**config.mk**
```make
export PLATFORM = sky130hd
export DESIGN_NAME = btn_event_scheduler
export DESIGN_NICKNAME = d
export VERILOG_FILES = /design/src/rtl/btn_pkg.sv /design/src/rtl/btn_evt_fifo.sv /design/src/rtl/btn_event_scheduler.sv
export SDC_FILE = /design/constraint.sdc
export NUM_CORES = 1
export LEC_CHECK = 0
export ABC_AREA = 1
export ABC_CLOCK_PERIOD_IN_PS = 4400
export CAP_MARGIN = 20
export CELL_PAD_IN_SITES_DETAIL_PLACEMENT = 1
export CELL_PAD_IN_SITES_GLOBAL_PLACEMENT = 1
export CORE_ASPECT_RATIO = 0.7
export CORE_MARGIN = 3
export CORE_UTILIZATION = 50
export CTS_CLUSTER_DIAMETER = 80
export DETAILED_ROUTE_END_ITERATION = 8
export PLACE_DENSITY_LB_ADDON = 0.1
export SLEW_MARGIN = 25
export SYNTH_ARGS = -nofsm -noshare
export SYNTH_HDL_FRONTEND = slang
export SYNTH_SLANG_ARGS = --single-unit
export TNS_END_PERCENT = 30
```
**constraint.sdc**
```tcl
create_clock -name clk -period 4.4 [get_ports clk]
set_input_delay 0.66 -clock clk [delete_from_list [all_inputs] [get_ports clk]]
set_output_delay 0.66 -clock clk [all_outputs]
set_load 0.005 [all_outputs]
```
**src/rtl/btn_pkg.sv**
```systemverilog
// Shared types and default constants for the button event scheduler.
// Events are packed {id, is_long}; the per-button FSM state enum lives here too.
package btn_pkg;

  localparam int NUM_BTN = 4;
  localparam int ID_W    = 2;
  localparam int EVT_W   = ID_W + 1;

  localparam int F_COUNT_DEF    = 1000;
  localparam int HIST_DEF       = 8;
  localparam int LONG_TICKS_DEF = 50000;
  localparam int FIFO_DEPTH_DEF = 4;

  typedef enum logic [1:0] {
    ST_IDLE    = 2'd0,
    ST_PRESSED = 2'd1,
    ST_LONG    = 2'd2
  } btn_state_e;

  typedef struct packed {
    logic [ID_W-1:0] id;
    logic            is_long;
  } btn_evt_t;

  function automatic btn_evt_t make_evt(input logic [ID_W-1:0] id, input logic is_long);
    btn_evt_t e;
    e.id      = id;
    e.is_long = is_long;
    return e;
  endfunction

endpackage

```
**src/rtl/btn_evt_fifo.sv**
```systemverilog
// Synchronous event queue; a write while full is accepted only when a pop
// happens in the same cycle, so occupancy stays unchanged in that case.
module btn_evt_fifo
  import btn_pkg::*;
#(
  parameter int DEPTH = FIFO_DEPTH_DEF
) (
  input  logic                   clk,
  input  logic                   rst,
  input  logic                   wr_en_i,
  input  btn_evt_t               wr_data_i,
  input  logic                   rd_en_i,
  output btn_evt_t               rd_data_o,
  output logic                   full_o,
  output logic                   empty_o,
  output logic [$clog2(DEPTH):0] count_o
);

  localparam int PTR_W = $clog2(DEPTH);
  localparam int CNT_W = $clog2(DEPTH) + 1;

  btn_evt_t         mem_q [DEPTH];
  logic [PTR_W-1:0] wr_ptr_q, rd_ptr_q;
  logic [CNT_W-1:0] count_q;
  logic             do_push, do_pop;

  assign full_o  = (count_q == CNT_W'(DEPTH));
  assign empty_o = (count_q == '0);
  assign count_o = count_q;

  assign do_pop  = rd_en_i && !empty_o;
  assign do_push = wr_en_i && (!full_o || do_pop);

  assign rd_data_o = mem_q[rd_ptr_q];

  function automatic logic [PTR_W-1:0] ptr_inc(input logic [PTR_W-1:0] p);
    return (p == PTR_W'(DEPTH - 1)) ? '0 : p + 1'b1;
  endfunction

  always_ff @(posedge clk) begin
    if (do_push) mem_q[wr_ptr_q] <= wr_data_i;
  end

  always_ff @(posedge clk) begin
    if (rst) begin
      wr_ptr_q <= '0;
      rd_ptr_q <= '0;
      count_q  <= '0;
    end else begin
      if (do_push) wr_ptr_q <= ptr_inc(wr_ptr_q);
      if (do_pop)  rd_ptr_q <= ptr_inc(rd_ptr_q);
      case ({do_push, do_pop})
        2'b10:   count_q <= count_q + 1'b1;
        2'b01:   count_q <= count_q - 1'b1;
        default: count_q <= count_q;
      endcase
    end
  end

endmodule

```
**src/rtl/btn_event_scheduler.sv**
```systemverilog
// Four-button debouncer with short/long press classification, per-button
// pending requests, fixed-priority arbitration and a small event FIFO.
module btn_event_scheduler
  import btn_pkg::*;
#(
  parameter int F_COUNT    = F_COUNT_DEF,
  parameter int HIST       = HIST_DEF,
  parameter int LONG_TICKS = LONG_TICKS_DEF,
  parameter int FIFO_DEPTH = FIFO_DEPTH_DEF
) (
  input  logic               clk,
  input  logic               rst,
  input  logic [NUM_BTN-1:0] i_btn,
  output logic [NUM_BTN-1:0] o_level,
  output logic               o_evt_valid,
  input  logic               i_evt_ready,
  output logic [ID_W-1:0]    o_evt_id,
  output logic               o_evt_long,
  output logic               o_overflow,
  input  logic               i_ovf_clr
);

  localparam int PRE_W = $clog2(F_COUNT);
  localparam int CNT_W = $clog2(LONG_TICKS);

  logic [PRE_W-1:0]   presc_q;
  logic               tick;
  logic [HIST-1:0]    hist_q [NUM_BTN];
  logic [NUM_BTN-1:0] level_q;

  logic [NUM_BTN-1:0] pend_vec, pend_long_vec, ovw_vec, grant;
  logic [ID_W-1:0]    gnt_id;
  logic               gnt_long, any_pend;

  btn_evt_t                    head;
  logic                        fifo_full, fifo_empty, pop, drop;
  logic [$clog2(FIFO_DEPTH):0] fifo_cnt;

  // Shared sample-tick prescaler.
  assign tick = (presc_q == PRE_W'(F_COUNT - 1));

  always_ff @(posedge clk) begin
    if (rst)       presc_q <= '0;
    else if (tick) presc_q <= '0;
    else           presc_q <= presc_q + 1'b1;
  end

  // Debounce: level only moves once the whole history agrees.
  always_ff @(posedge clk) begin
    if (rst) begin
      for (int k = 0; k < NUM_BTN; k++) hist_q[k] <= '0;
      level_q <= '0;
    end else begin
      for (int k = 0; k < NUM_BTN; k++) begin
        if (tick)              hist_q[k]  <= {i_btn[k], hist_q[k][HIST-1:1]};
        if (&hist_q[k])        level_q[k] <= 1'b1;
        else if (~|hist_q[k])  level_q[k] <= 1'b0;
      end
    end
  end

  assign o_level = level_q;

  for (genvar g = 0; g < NUM_BTN; g++) begin : g_btn
    btn_state_e       state_q;
    logic [CNT_W-1:0] hold_q;
    logic             pend_q, pend_long_q;
    logic             fall, to_long, req_vld;

    assign fall    = (state_q == ST_PRESSED) && !level_q[g];
    assign to_long = (state_q == ST_PRESSED) && level_q[g] && tick
                     && (hold_q == CNT_W'(LONG_TICKS - 2));
    assign req_vld = fall || to_long;

    // The request lands in the pending register on the same edge the FSM
    // leaves PRESSED, so a fresh event reaches the FIFO one cycle later.
    always_ff @(posedge clk) begin
      if (rst) begin
        state_q <= ST_IDLE;
        hold_q  <= '0;
        pend_q  <= 1'b0;
      end else begin
        case (state_q)
          ST_IDLE: begin
            if (level_q[g]) begin
              state_q <= ST_PRESSED;
              hold_q  <= '0;
            end
          end
          ST_PRESSED: begin
            if (!level_q[g]) begin
              state_q <= ST_IDLE;
            end else if (tick) begin
              hold_q <= hold_q + 1'b1;
              if (to_long) state_q <= ST_LONG;
            end
          end
          ST_LONG: begin
            if (!level_q[g]) state_q <= ST_IDLE;
          end
          default: state_q <= ST_IDLE;
        endcase

        if (req_vld)       pend_q <= 1'b1;
        else if (grant[g]) pend_q <= 1'b0;
      end
    end

    always_ff @(posedge clk) begin
      if (req_vld) pend_long_q <= to_long;
    end

    assign pend_vec[g]      = pend_q;
    assign pend_long_vec[g] = pend_long_q;
    assign ovw_vec[g]       = req_vld && pend_q && !grant[g];
  end

  // Lowest pending index wins.
  always_comb begin
    gnt_id = '0;
    for (int k = NUM_BTN - 1; k >= 0; k--) begin
      if (pend_vec[k]) gnt_id = ID_W'(k);
    end
    any_pend = |pend_vec;
    gnt_long = pend_long_vec[gnt_id];
    grant    = '0;
    if (any_pend) grant[gnt_id] = 1'b1;
  end

  assign pop  = i_evt_ready && !fifo_empty;
  assign drop = any_pend && fifo_full && !pop;

  btn_evt_fifo #(
    .DEPTH (FIFO_DEPTH)
  ) u_fifo (
    .clk       (clk),
    .rst       (rst),
    .wr_en_i   (any_pend),
    .wr_data_i (make_evt(gnt_id, gnt_long)),
    .rd_en_i   (i_evt_ready),
    .rd_data_o (head),
    .full_o    (fifo_full),
    .empty_o   (fifo_empty),
    .count_o   (fifo_cnt)
  );

  assign o_evt_valid = (fifo_cnt != '0);
  assign o_evt_id    = head.id;
  assign o_evt_long  = head.is_long;

  // A same-cycle set beats the clear.
  always_ff @(posedge clk) begin
    if (rst)                     o_overflow <= 1'b0;
    else if ((|ovw_vec) || drop) o_overflow <= 1'b1;
    else if (i_ovf_clr)          o_overflow <= 1'b0;
  end

endmodule

```
---- Word level (Yosys, flattened, before mapping) ----
Memory sizes are Yosys's and may differ from the RTL's. A register that Yosys moved wholly into a read port is not among the register bits.
Cells that the tools add are included.
storage, ports and cells
  RAM bits ................................ 44
  memories kept ........................... 2
  bits of input ports ..................... 8
  logic and storage cells ................. 252
  flip-flop bits (word level) ............. 102
  output and inout bits ................... 9
memory list
  name          words  bits a word  read ports  clocked after memory_dff  wr ports  line                       text
  hist_q        4      8            4           0                         4         btn_event_scheduler.sv:28  logic [HIST-1:0] hist_q [NUM_BTN];
  u_fifo.mem_q  4      3            1           1                         1         btn_evt_fifo.sv:22         btn_evt_t mem_q [DEPTH];
operators by class
  equal/unequal tests ..................... 46
  multiplexer cells ....................... 83
  reductions and logical operators ........ 81
  order comparisons ....................... 2
  bitwise logic cells ..................... 4
  $add $sub $neg .......................... 9
operators with widths
  kind                                                             count
  16-bit two-way mux                                               12
  16-bit one-hot mux with 2 select lines                           4
  16-bit by 1-bit adder with 16-bit output, second input constant  4
  16-bit == test, second input constant                            4
  2-bit two-way mux                                                28
  2-bit != test, second input constant                             20
  8-bit two-way mux                                                4
  4-bit AND reduction                                              8
  8-bit AND reduction                                              4
  8-bit OR reduction                                               4
  1-bit logical AND                                                29
  1-bit two-way mux                                                27
  3-bit != test, second input constant                             8
  2-bit one-hot mux with 3 select lines                            4
  2-bit nonzero test                                               10
  2-bit == test, second input constant                             7
  1-bit zero test                                                  11
  10-bit by 1-bit adder with 10-bit output, second input constant  1
  10-bit == test, second input constant                            1
  2-bit by 1-bit == test with 1-bit output, second input constant  5
  2-bit zero test                                                  4
  4-bit OR reduction                                               2
  1-bit logical OR                                                 6
  3-bit one-hot mux with 2 select lines                            1
  13 further kinds                                                 17

---- Depth between registers and ports, before layout ----
  depth in word-level cells ............... 14
  mapped depth ............................ 12
  gate-level depth less buffers ........... 12

---- Hierarchy ----
Synthesis repeated with hierarchy kept, for this count alone.
second synthesis, totals
  cells, all modules ...................... 1,032
  area total of the unflattened synthesis .. 7,563.5 um^2
by module, submodules not included
  module               times used  area each (um^2)  seq. area each (um^2)  cells an instance
  btn_event_scheduler  1           6,603.8           2,902.8                932
  btn_evt_fifo         1           959.7             540.5                  100

---- Least setup slack after synthesis ----
No wires, ideal clock.
  path type ............................... reg2reg
  start point ............................. register presc_q[0]
  end point ............................... memory hist_q[0][0] (netlist name), enable pin
  data arrival time ....................... 1.845 ns
  setup slack ............................. 2.159 ns
  buffers on the path ..................... 1
  data required time ...................... 4.003 ns
  clock period less this slack ............ 2.241 ns
  setup time .............................. 0.397 ns
  cell stages (with the launch flop) ...... 7
  path through ............................ dfxtp_1 -> ha_1 -> nand2_2 -> nor2_2 -> nand3_4 -> buf_6 -> nand2_1
RTL lines
  element                 line                       text
  from (decl)             btn_event_scheduler.sv:26  logic [PRE_W-1:0] presc_q;
  from (signal assigned)  btn_event_scheduler.sv:45  else presc_q <= presc_q + 1'b1;
  to (decl)               btn_event_scheduler.sv:28

==> impl_metrics.env <==
export IMPL_clock_sink_count=148
export IMPL_cts_tree="built"
export IMPL_power_leakage_nw=3.15
export IMPL_async_sr_flop_fraction_pct=0
export IMPL_synth_common_cells="189 x sky130_fd_sc_hd__nand2_1, 156 x sky130_fd_sc_hd__inv_1, 153 x sky130_fd_sc_hd__nor2_1"
export IMPL_initial_util_pct=52.3
export IMPL_finalSetupViolCount=0
export IMPL_groute_usage_overall_pct=26.0
export IMPL_final_critical_path_setup_slack_ps=1910
export IMPL_netlist_area_pre_place_um2=7450
export IMPL_placed_area_um2=7810
export IMPL_timing_critical_path_cells="inv_1 -> o21ai_0 -> o22ai_1 -> clkdlybuf4s50_1"
export IMPL_path_buf_inv=2
export IMPL_synth_ff_type="sky130_fd_sc_hd__dfxtp_1"
export IMPL_detail_route_iter0_violations=452
export IMPL_synth_edf_count=48
export IMPL_clock_skew_ps=10.9
export IMPL_postLayoutCellArea_um2=8400
export IMPL_crit_path_slowest_cell="sky130_fd_sc_hd__clkdlybuf4s50_1"
export IMPL_final_layout_size_suffix_gt1_share_pct=5.20
export IMPL_critical_path_top_delay_family="buffers and inverters"
export IMPL_timing_rr_end="g_btn[3].hold_q[7]$_SDFFE_PP0P_"
export IMPL_max_slew_margin_vs_limit_pct=42.3
export IMPL_grt_max_degree=42
export IMPL_drt_total_wl_mm=20.6
export IMPL_worstRegToRegCells=10
export IMPL_placement_rows=36
export IMPL_post_route_drc_count=0
export IMPL_timing_worst_slew_pin_value_ps=866
export IMPL_vias_per_cell=5.58
export IMPL_synth_largest_area_cell="sky130_fd_sc_hd__dfxtp_1"
export IMPL_cts_repair_timing_setup_buffer_count=0
export IMPL_worst_path_max_fanout=7
export IMPL_insertedDiodeCount=0
export IMPL_reg2reg_slack_ps=2030
export IMPL_synth_seq_area_share_pct=46.2
export IMPL_wire_per_inst_um=16.8
export IMPL_min_delay_path_class="reg2reg"
export IMPL_fp_coreArea_um2=14200
export IMPL_clkSlewWorstSetupHoldPaths_ps=60
export IMPL_netlist_instances=999
export IMPL_synth_area_leaders="sky130_fd_sc_hd__dfxtp_1 27%, sky130_fd_sc_hd__edfxtp_1 19%, sky130_fd_sc_hd__nand2_1 9.5%"
export IMPL_ir_worst_vdd_v=0.000235
export IMPL_critical_setup_path_kind="reg2out"
export IMPL_initial_antenna_violation_count=0
export IMPL_post_synth_num_cell_types=36
export IMPL_final_net_count=1049
export IMPL_place_gp_congestion=0.877
export IMPL_dieWidth_um=152
export IMPL_fin_tns_setup_ps=0
export IMPL_postSynthAreaPerCell_um2=7.46
export IMPL_totalPowerFinal_mw=2.97
export IMPL_power_per_cell_area_nw_per_um2=354
export IMPL_worst_hold_path_endpoint="presc_q[0]$_SDFF_PP0_"
export IMPL_final_min_clock_period_ps=2490
export IMPL_timing_hold_worst_path_depth=1
export IMPL_timing_critical_path_slowest_cell_delay_ps=460
export IMPL_clk_insertion_delay_late_ps=430
export IMPL_yosys_cell_count_top_type="sky130_fd_sc_hd__nand2_1"
export IMPL_drt_pass1_iter_count=7
export IMPL_grt_setup_unrepaired="no"
export IMPL_worst_hold_slack_across_all_endpoints_ps=458
export IMPL_placed_cells_incl_taps=1196
export IMPL_yosysTopAreaCellShare_pct=26.9
export IMPL_area_growth_syn_to_layout_pct=12.8
export IMPL_cts_htree_levels=4
export IMPL_cts_repair_resize_count=0
export IMPL_numCtsBuffers=17
export IMPL_vias_in_the_first_global_route=7075
export IMPL_maximum_clock_frequency_mhz=402
export IMPL_core_util_final_pct=59.0
export IMPL_final_hold_viol_count=0
export IMPL_finalNonFillerCells=1228
export IMPL_buffer_ports_inserted=16
export IMPL_die_height_um=108
export IMPL_postRouteAntennaNets=0
export IMPL_clk_root_buffer_cell="sky130_fd_sc_hd__clkbuf_16"
export IMPL_post_place_ws_ps=1630
export IMPL_crit_reg2reg_launch="presc_q[0]$_SDFF_PP0_"
export IMPL_dr_total_vias=6852
export IMPL_postSynthRegisterBits=148
export IMPL_outcome="finished, final reports clean"
export IMPL_final_min_period_over_clock_period_pct=56.5
export IMPL_die_area_um2=16400
export IMPL_clockBufferDepth=2
export IMPL_cp_start_kind="flip-flop"
export IMPL_place_detailed_hpwl_mm=14.6
export IMPL_ctsHoldBuffers=0
export IMPL_yosysWarnings=0
export IMPL_grt_overflow=0
export IMPL_final_max_slew_violation_count=0
export IMPL_wire_length_of_the_first_global_routing_pass_mm=34.9
export IMPL_worstSetupEndpointType="output port"
export IMPL_io_pins=17
export IMPL_hold_path_startpoint="presc_q[0]$_SDFF_PP0_"
export IMPL_maxCapViolations=0
export IMPL_mappedNetlistNets=1023
export IMPL_worstPathRequired_ps=3740
export IMPL_critical_path_arrival_ps=1830
==> metal layers <==
metal,vias up,wire length (µm),GRT usage [%]
li1,3361,-,-
met1,3347,10300,36.6
met2,123,9330,42.5
met3,21,831,4.32
met4,0,204,6.41
met5,-,0,0
==> how the worst max path moves through the flow <==
stage,end,slack (ps),depth (start not counted)
final,o_evt_id[1],1910,4
after detailed placement,hist_q[2][5]$_SDFFCE_PN0P_,1630,5
after floorplan,hist_q[0][0]$_SDFFCE_PN0P_,2160,6
after global placement,hist_q[1][7]$_SDFFCE_PN0P_,1710,5
after CTS,o_evt_id[1],1950,4
after global routing,g_btn[1].hold_q[11]$_SDFFE_PP0P_,1810,9
==> placed cells by master (no fill, tap or decap), types with 4 or more instances in the layout <==
cell                                n
sky130_fd_sc_hd__nand2_1          189
sky130_fd_sc_hd__inv_1            156
sky130_fd_sc_hd__nor2_1           153
sky130_fd_sc_hd__dfxtp_1          100
sky130_fd_sc_hd__a21oi_1           73
sky130_fd_sc_hd__nand3_1           57
sky130_fd_sc_hd__nand4_1           51
sky130_fd_sc_hd__edfxtp_1          48
sky130_fd_sc_hd__nor3_1            44
sky130_fd_sc_hd__o21ai_0           42
sky130_fd_sc_hd__clkbuf_16         17
sky130_fd_sc_hd__ha_1              15
sky130_fd_sc_hd__clkdlybuf4s50_1   15
sky130_fd_sc_hd__nor4_1             9
sky130_fd_sc_hd__nor2_2             6
sky130_fd_sc_hd__o21bai_1           6
sky130_fd_sc_hd__a211oi_1           5
sky130_fd_sc_hd__and2_1             4
sky130_fd_sc_hd__a21boi_4           4
sky130_fd_sc_hd__clkinv_4           4
==> flip-flops by register name, indices dropped and copies added (netlist names), 3 cells and up, named ones only <==
name / cells
g_btn.hold_q: 64
hist_q: 32
u_fifo.mem_q: 12
presc_q: 10
g_btn.state_q: 8
g_btn.pend_long_q: 4
g_btn.pend_q: 4
o_level: 4
u_fifo.count_o: 3
==> cell families (layout without fill, tap and decap cells) <==
| family | Yosys count | in the layout | synth area share [%] |
|---|---|---|---|
| and+or+nand+nor | 524 | 524 | 31.1 |
| adders and majority gates | 16 | 16 | 2.79 |
| xor gates and xnor gates | 3 | 3 | 0.353 |
| buffers and inverters | 169 | 208 | 8.67 |
| DFF | 148 | 148 | 46.2 |
| AOI/OAI and AO/OA | 139 | 139 | 10.8 |
==> power by group <==
group	total, mW	leakage, nW	switching, mW	internal (mW)
clock	1.48	0.292	0.593	0.883
combinational	0.0633	1.60	0.0453	0.0179
sequential	1.43	1.26	0.0108	1.42
total	2.97	3.15	0.649	2.32
==> layout make-up <==
| class | count | area (µm²) |
|---|---|---|
| Timing Repair Buffer | 19 | 178 |
| Clock inverter | 11 | 126 |
| Multi-Input combinational cell | 682 | 3360 |
| Sequential cell | 148 | 3440 |
| Clock buffer | 21 | 470 |
| Tap cell | 190 | 238 |
| Fill cell | 1842 | 5830 |
| Inverter | 157 | 589 |
Note: power is estimated with default switching activity, not from simulation.
